## src/rtl/mem_bus_arbiter_pkg.sv

```systemverilog
`default_nettype none
// ---------------------------------------------------------------------------
// mem_bus_arbiter_pkg: shared types for the fetch/LSU memory arbiter. Rev 1.0
// ---------------------------------------------------------------------------
package mem_bus_arbiter_pkg;

  typedef enum logic {
    OWNER_INSTR = 1'b0,
    OWNER_DATA  = 1'b1
  } bus_owner_e;

  typedef enum logic [1:0] {
    ARB    = 2'd0,
    HOLD_I = 2'd1,
    HOLD_D = 2'd2
  } arb_state_e;

  // 69-bit memory command: addr, we, be, wdata
  typedef struct packed {
    logic [31:0] addr;
    logic        we;
    logic [3:0]  be;
    logic [31:0] wdata;
  } mem_cmd_t;

endpackage
`default_nettype wire

```

## src/rtl/mem_bus_arbiter_sync_fifo.sv

```systemverilog
`default_nettype none
// ---------------------------------------------------------------------------
// sync_fifo: small synchronous FIFO with full/empty flags. Rev 1.0
// ---------------------------------------------------------------------------
module sync_fifo #(
  parameter int DEPTH      = 2,
  parameter int DATA_WIDTH = 1
) (
  input  logic                  clk,
  input  logic                  rst_ni,
  input  logic                  clear_i,
  input  logic                  push_i,
  input  logic [DATA_WIDTH-1:0] data_i,
  input  logic                  pop_i,
  output logic [DATA_WIDTH-1:0] data_o,
  output logic                  full_o,
  output logic                  empty_o
);

  localparam int PTR_W = (DEPTH > 1) ? $clog2(DEPTH) : 1;
  localparam int CNT_W = $clog2(DEPTH + 1);

  logic [DATA_WIDTH-1:0] mem_q [DEPTH];
  logic [PTR_W-1:0]      wr_ptr_q, rd_ptr_q;
  logic [CNT_W-1:0]      cnt_q;
  logic                  push, pop;

  assign push    = push_i & ~full_o;
  assign pop     = pop_i & ~empty_o;
  assign full_o  = (cnt_q == CNT_W'(DEPTH));
  assign empty_o = (cnt_q == '0);
  assign data_o  = mem_q[rd_ptr_q];

  function automatic logic [PTR_W-1:0] next_ptr(input logic [PTR_W-1:0] p);
    return (p == PTR_W'(DEPTH - 1)) ? '0 : p + PTR_W'(1);
  endfunction

  always_ff @(posedge clk or negedge rst_ni) begin
    if (!rst_ni) begin
      wr_ptr_q <= '0;
      rd_ptr_q <= '0;
      cnt_q    <= '0;
    end else if (clear_i) begin
      wr_ptr_q <= '0;
      rd_ptr_q <= '0;
      cnt_q    <= '0;
    end else begin
      if (push) wr_ptr_q <= next_ptr(wr_ptr_q);
      if (pop)  rd_ptr_q <= next_ptr(rd_ptr_q);
      if (push && !pop)      cnt_q <= cnt_q + CNT_W'(1);
      else if (pop && !push) cnt_q <= cnt_q - CNT_W'(1);
    end
  end

  always_ff @(posedge clk) begin
    if (push) mem_q[wr_ptr_q] <= data_i;
  end

endmodule
`default_nettype wire

```

## src/rtl/mem_bus_arbiter.sv

```systemverilog
`default_nettype none
// ---------------------------------------------------------------------------
// mem_bus_arbiter: shares one memory port between fetch and load/store. Rev 1.0
// ---------------------------------------------------------------------------
module mem_bus_arbiter
  import mem_bus_arbiter_pkg::*;
#(
  parameter int unsigned MAX_OUTSTANDING = 2,
  parameter int unsigned STARVE_LIMIT    = 4
) (
  input  logic        clk,
  input  logic        reset_n,
  input  logic        instr_req,
  input  logic [31:0] instr_addr,
  output logic        instr_gnt,
  output logic        instr_valid,
  output logic [31:0] instr_rdata,
  output logic        instr_err,
  input  logic        data_req,
  input  logic [31:0] data_addr,
  input  logic        data_we,
  input  logic [3:0]  data_be,
  input  logic [31:0] data_wdata,
  output logic        data_gnt,
  output logic        data_valid,
  output logic [31:0] data_rdata,
  output logic        data_err,
  output logic        mem_req,
  output logic [31:0] mem_addr,
  output logic        mem_we,
  output logic [3:0]  mem_be,
  output logic [31:0] mem_wdata,
  input  logic        mem_gnt,
  input  logic        mem_valid,
  input  logic [31:0] mem_rdata,
  input  logic        mem_err,
  output logic        resp_orphan
);

  localparam int SW = $clog2(STARVE_LIMIT + 1);

  arb_state_e  state_q, state_d;
  logic [SW-1:0] starve_q, starve_d;
  mem_cmd_t    hold_q, hold_d;
  mem_cmd_t    cmd, instr_cmd, data_cmd;
  bus_owner_e  owner;
  logic        req, can_issue, any_req;
  logic        fifo_full, fifo_empty, push, pop;
  logic [0:0]  head_tag;

  assign instr_cmd = '{addr: instr_addr, we: 1'b0, be: 4'hF, wdata: 32'h0};
  assign data_cmd  = '{addr: data_addr, we: data_we, be: data_be, wdata: data_wdata};
  assign any_req   = instr_req | data_req;
  // Full flag alone gates issue, so a same-cycle response never feeds mem_req.
  assign can_issue = ~fifo_full;

  always_ff @(posedge clk or negedge reset_n) begin
    if (!reset_n) begin
      state_q  <= ARB;
      starve_q <= '0;
      hold_q   <= '0;
    end else begin
      state_q  <= state_d;
      starve_q <= starve_d;
      hold_q   <= hold_d;
    end
  end

  always_comb begin
    state_d  = state_q;
    starve_d = starve_q;
    hold_d   = hold_q;
    owner    = OWNER_INSTR;
    cmd      = '0;
    req      = 1'b0;
    unique case (state_q)
      ARB: begin
        if (data_req && !(starve_q == SW'(STARVE_LIMIT) && instr_req)) owner = OWNER_DATA;
        if (any_req) cmd = (owner == OWNER_DATA) ? data_cmd : instr_cmd;
        req = can_issue & any_req;
        if (req && !mem_gnt) begin
          state_d = (owner == OWNER_DATA) ? HOLD_D : HOLD_I;
          hold_d  = cmd;
        end
        if (req && mem_gnt && owner == OWNER_DATA && instr_req && starve_q != SW'(STARVE_LIMIT))
          starve_d = starve_q + SW'(1);
      end
      HOLD_I, HOLD_D: begin
        owner = (state_q == HOLD_D) ? OWNER_DATA : OWNER_INSTR;
        cmd   = hold_q;
        req   = can_issue;
        if (req && mem_gnt) state_d = ARB;
      end
      default: state_d = ARB;
    endcase
    if (req && mem_gnt && owner == OWNER_INSTR) starve_d = '0;
  end

  assign mem_req   = req;
  assign mem_addr  = cmd.addr;
  assign mem_we    = cmd.we;
  assign mem_be    = cmd.be;
  assign mem_wdata = cmd.wdata;

  assign push      = req & mem_gnt;
  assign instr_gnt = push & (owner == OWNER_INSTR);
  assign data_gnt  = push & (owner == OWNER_DATA);

  assign pop         = mem_valid & ~fifo_empty;
  assign resp_orphan = mem_valid & fifo_empty;
  assign instr_valid = pop & (bus_owner_e'(head_tag) == OWNER_INSTR);
  assign data_valid  = pop & (bus_owner_e'(head_tag) == OWNER_DATA);
  assign instr_rdata = mem_rdata;
  assign data_rdata  = mem_rdata;
  assign instr_err   = mem_err;
  assign data_err    = mem_err;

  sync_fifo #(
    .DEPTH      (MAX_OUTSTANDING),
    .DATA_WIDTH (1)
  ) u_tag_fifo (
    .clk     (clk),
    .rst_ni  (reset_n),
    .clear_i (1'b0),
    .push_i  (push),
    .data_i  (owner),
    .pop_i   (pop),
    .data_o  (head_tag),
    .full_o  (fifo_full),
    .empty_o (fifo_empty)
  );

endmodule
`default_nettype wire

```

## config.mk

```make
export PLATFORM = sky130hd
export DESIGN_NAME = mem_bus_arbiter
export DESIGN_NICKNAME = d
export VERILOG_FILES = /design/src/rtl/mem_bus_arbiter_pkg.sv /design/src/rtl/mem_bus_arbiter_sync_fifo.sv /design/src/rtl/mem_bus_arbiter.sv
export SDC_FILE = /design/constraint.sdc
export NUM_CORES = 1
export LEC_CHECK = 0
export CAP_MARGIN = 5
export CORE_MARGIN = 2
export CORE_UTILIZATION = 30
export DETAILED_ROUTE_END_ITERATION = 10
export HOLD_SLACK_MARGIN = 0.08
export PLACE_DENSITY = 0.66
export SLEW_MARGIN = 30
export SYNTH_ARGS = -nofsm -noshare
export SYNTH_HDL_FRONTEND = slang
export SYNTH_SLANG_ARGS = --single-unit
```

## constraint.sdc

```tcl
create_clock -name clk -period 3.6 [get_ports clk]
set_clock_uncertainty 0.05 [all_clocks]
set_input_delay 0.9 -clock clk [delete_from_list [all_inputs] [get_ports clk]]
set_output_delay 0.9 -clock clk [all_outputs]
set_load 0.05 [all_outputs]
```

==> reports/summary.txt, run 1 <==
Final setup viols = 0
Final Hold Violating Endpoints = 0
Sw power = 4.15 mW
Clock Pin Slew Worst Setup and Hold Paths = 60 ps
Total vias in the final route = 4,396
Utilization of the core after routing = 0.482
Post-detailed-route via-to-cell ratio = 5.23
Filler-free cell count of the finished design = 841
Power density relative to cell area = 1200 mW/mm^2
Maximum vdd drop = 0.000591 V
Pre-antenna DRT Iters = 4
Actual transition at the worst max-transition pin = 728 ps
Part of the total power dissipated in combinational logic = 0.711
Layout overhead on the synthesized area = 56.2%
Clk root buf = clkbuf_16
Summed instance area of the synthesized netlist = 0.00473 sq mm
Dominant register cell in the synthesized netlist = dfrtp_1
Mean area per synthesized cell = 8.92 sq um
Category of the worst setup path capture point = output port
Clock insertion delay at the later pin of the skew report = 330 ps
Crit Path Class = input port to output port
Critical path arrival = 2580 ps
Static Leakage = 3.04 nW
Overall power consumption = 8.85 mW
Maximum achievable frequency = 0.283 GHz
Number of DRC markers in iteration 0 = 196
Setup repair after global routing missed its margin = true
Area of the die = 0.0168 sq mm
Final-layout fill cell count = 1,429
Cell types occupying the most area after synthesis = dfrtp_1 (41%), buf_4 (10%), a22oi_1 (10%)
Share of total power in the clock network = 0.108
Die width = 130 um
Maximum number of pins on one net before global-route repair = 79
CTS sink cnt = 80
Wire length of the first global-routing pass = 22,300 um
Fraction of layout instances using a drive strength above 1 = 0.187
Tot GR Track Use = 0.170
Initial antenna violation count = 0
Internal power component = 4.70 mW
Total Nets Final = 771
Yosys top cell area share = 0.413
Routed wire length per instance = 16.9 um
Post-placement cell count = 826
Residual DRC count = 0
Total Wirelength = 14,200 um
Accumulated negative setup slack = 0 ps
Slew headroom = 0.515
CTS H-Tree Depth = 3
TritonCTS clock tree = done
Detailed route wirelength on metal3 = 1110 um
# IOs = 281
Post-CTS repair timing setup buffer count = 0
Final-report max-slew violation count = 0
Largest driver fanout on the critical path = 36
Synth Net Count = 675
Vertical die dimension = 130 um
Worst hold-check slack = 428 ps
Post-detailed-placement half-perimeter wirelength = 9780 um
Port-buffer cells = 181
Final min period = 3530 ps
Fraction of synthesis flops using an asynchronous set or reset pin = 0.975
Crit start category = input port
Number of clock buffers inserted by TritonCTS = 9
Number of global-route vias before repair = 4,454
Met1 Wirelength = 5410 um
Met2 WL post-DR = 7140 um
Overall overflow remaining after global route = 0
Count of cell types in the netlist = 38
Uppermost signal routing layer after detailed routing = met4
Dominant cell type by area after synthesis = dfrtp_1
Classification of the worst-slack hold path = flip-flop to flip-flop
Status = complete, no violations
Number of nets with antenna violations after routing = 0
Switching fraction of total power = 0.469
Row count = 45
Post-route clock period utilization = 0.981
Required time reported for the critical path endpoint = 2650 ps
Std-Cell Core Area = 0.0153 sq mm
Initial core utilization = 0.309
Buffer levels on the longest clock path = 2
Weighted congestion at the end of routability-driven global placement = 0.846
Synthesized netlist cell count = 530
Sequential cell area fraction in the yosys report = 0.426
Synth Warn # = 0
Number of flops mapped to enable cells by yosys = 2
Seq cells post-synth = 80
Maximum capacitance violations = 0
Antenna diode count = 0
Fraction of power consumed by sequential logic = 0.181
-- stage by stage --
step / setup slack (ps) / area [sq um]
after global placement: -13.0 / 7030
after detailed placement: -35.7 / 7030
after CTS: 27.2 / 7340
final: 69.2 / 7380
after global routing: -16.0 / 7380
after floorplan: 163 / 4730
-- worst paths after layout --
| check | slack (ps) | endpoint | depth (start not counted) | start |
|---|---|---|---|---|
| max in group asynchronous | 2450 | hold_q[17]$_DFFE_PN0P_ | 1 | reset_n |
| min in group asynchronous | 540 | hold_q[67]$_DFFE_PN0P_ | 1 | reset_n |
| min reg2reg | 430 | hold_q[55]$_DFFE_PN0P_ | 2 | hold_q[55]$_DFFE_PN0P_ |
| min | 430 | hold_q[55]$_DFFE_PN0P_ | 2 | hold_q[55]$_DFFE_PN0P_ |
| max reg2reg | 1280 | u_tag_fifo.cnt_q[1]$_DFFE_PN0P_ | 9 | state_q[0]$_DFFE_PN0P_ |
| max | 70 | mem_addr[15] | 7 | instr_req |
-- cells in the mapped netlist, drive strengths merged, types with 2 or more instances --
| master | count |
|---|---|
| buf | 78 |
| a32o | 35 |
| o21ai | 42 |
| ha | 5 |
| nor4 | 2 |
| dfrtp | 78 |
| xnor2 | 3 |
| nor2 | 44 |
| o22ai | 2 |
| nor3 | 3 |
| a21oi | 37 |
| inv | 5 |
| xor2 | 3 |
| and2 | 3 |
| nand2 | 74 |
| edfxtp | 2 |
| clkbuf | 32 |
| or3 | 2 |
| a22oi | 65 |
| nor2b | 3 |
| mux2i | 2 |
-- critical path, stage by stage --
cell,delay [ps]
clkdlybuf4s50_1,480
nand3_1,140
and3_4,250
buf_12,180
a22oi_1,290
a21oi_1,160
buf_12,190
-- logic make-up after synthesis --
| logic type | Yosys count | synth area share |
|---|---|---|
| mux | 2 | 0.00424 |
| flops | 80 | 0.426 |
| xor+xnor | 6 | 0.0111 |
| simple gates | 138 | 0.126 |
| fa+ha+maj | 5 | 0.0132 |
| compound gates | 184 | 0.269 |
| buf+inv | 115 | 0.151 |
-- power groups by stage --
stage	sequential, mW	combinational (mW)	clock [mW]
after floorplan	1.54	3.58	0
after global placement	1.58	6.20	0
after detailed placement	1.60	6.28	0
after CTS	1.60	6.29	0.984
after global routing	1.65	6.64	1.02
final	1.60	6.29	0.958
-- area by class of cell --
type,instances,area [sq um],share of cell area
Clock buffer,11,233,0.0315
Multi-Input combinational cell,335,2070,0.280
Clock inverter,4,70.1,0.00949
Timing Repair Buffer,195,2720,0.368
Inverter,5,18.8,0.00254
Sequential cell,80,2010,0.273
Tap cell,211,264,0.0358
-- timing repair --
action | CTS | global route
hold buffers | 0 | 0
gates resized for setup | 2 | 5
endpoints found under the setup margin | 3 | 19
-- cell usage in the layout, fill, tap and decap left out, drive strengths merged --
| master | n |
|---|---|
| a21boi | 1 |
| a21oi | 37 |
| a22oi | 65 |
| a32o | 35 |
| a41o | 1 |
| and2 | 3 |
| and3 | 1 |
| buf | 90 |
| bufinv | 2 |
| clkbuf | 11 |
| clkdlybuf4s50 | 105 |
| clkinv | 2 |
| dfrtp | 78 |
| edfxtp | 2 |
| ha | 5 |
| inv | 5 |
| mux2i | 2 |
| nand2 | 74 |
| nand2b | 1 |
| nand3 | 1 |
| nand4bb | 1 |
| nor2 | 44 |
| nor2b | 3 |
| nor3 | 3 |
| nor3b | 1 |
| nor4 | 2 |
| o21a | 1 |
| o21ai | 42 |
| o22ai | 2 |
| or3 | 2 |
| or4 | 1 |
| or4b | 1 |
| xnor2 | 3 |
| xor2 | 3 |
-- state kept, by name, summed over array words and instances (netlist names) --
signal,count
starve_q,3
hold_q,69
state_q,2
u_tag_fifo.wr_ptr_q,1
u_tag_fifo.mem_q,2
u_tag_fifo.rd_ptr_q,1
u_tag_fifo.cnt_q,2
-- routing by layer --
metal	up-vias	GRT usage
li1	2034	-
met1	2162	0.194
met2	148	0.285
met3	52	0.0537
met4	0	0.0917
met5	-	0
No activity file was read; power rests on OpenSTA's default activity.
==> run 2, diff against run 1 <==
- CAP_MARGIN: 5 -> not set
- TNS_END_PERCENT: not set -> 30
==> results of run 2 <==
The final DEF is identical to that of run 1; final timing and power are the same.
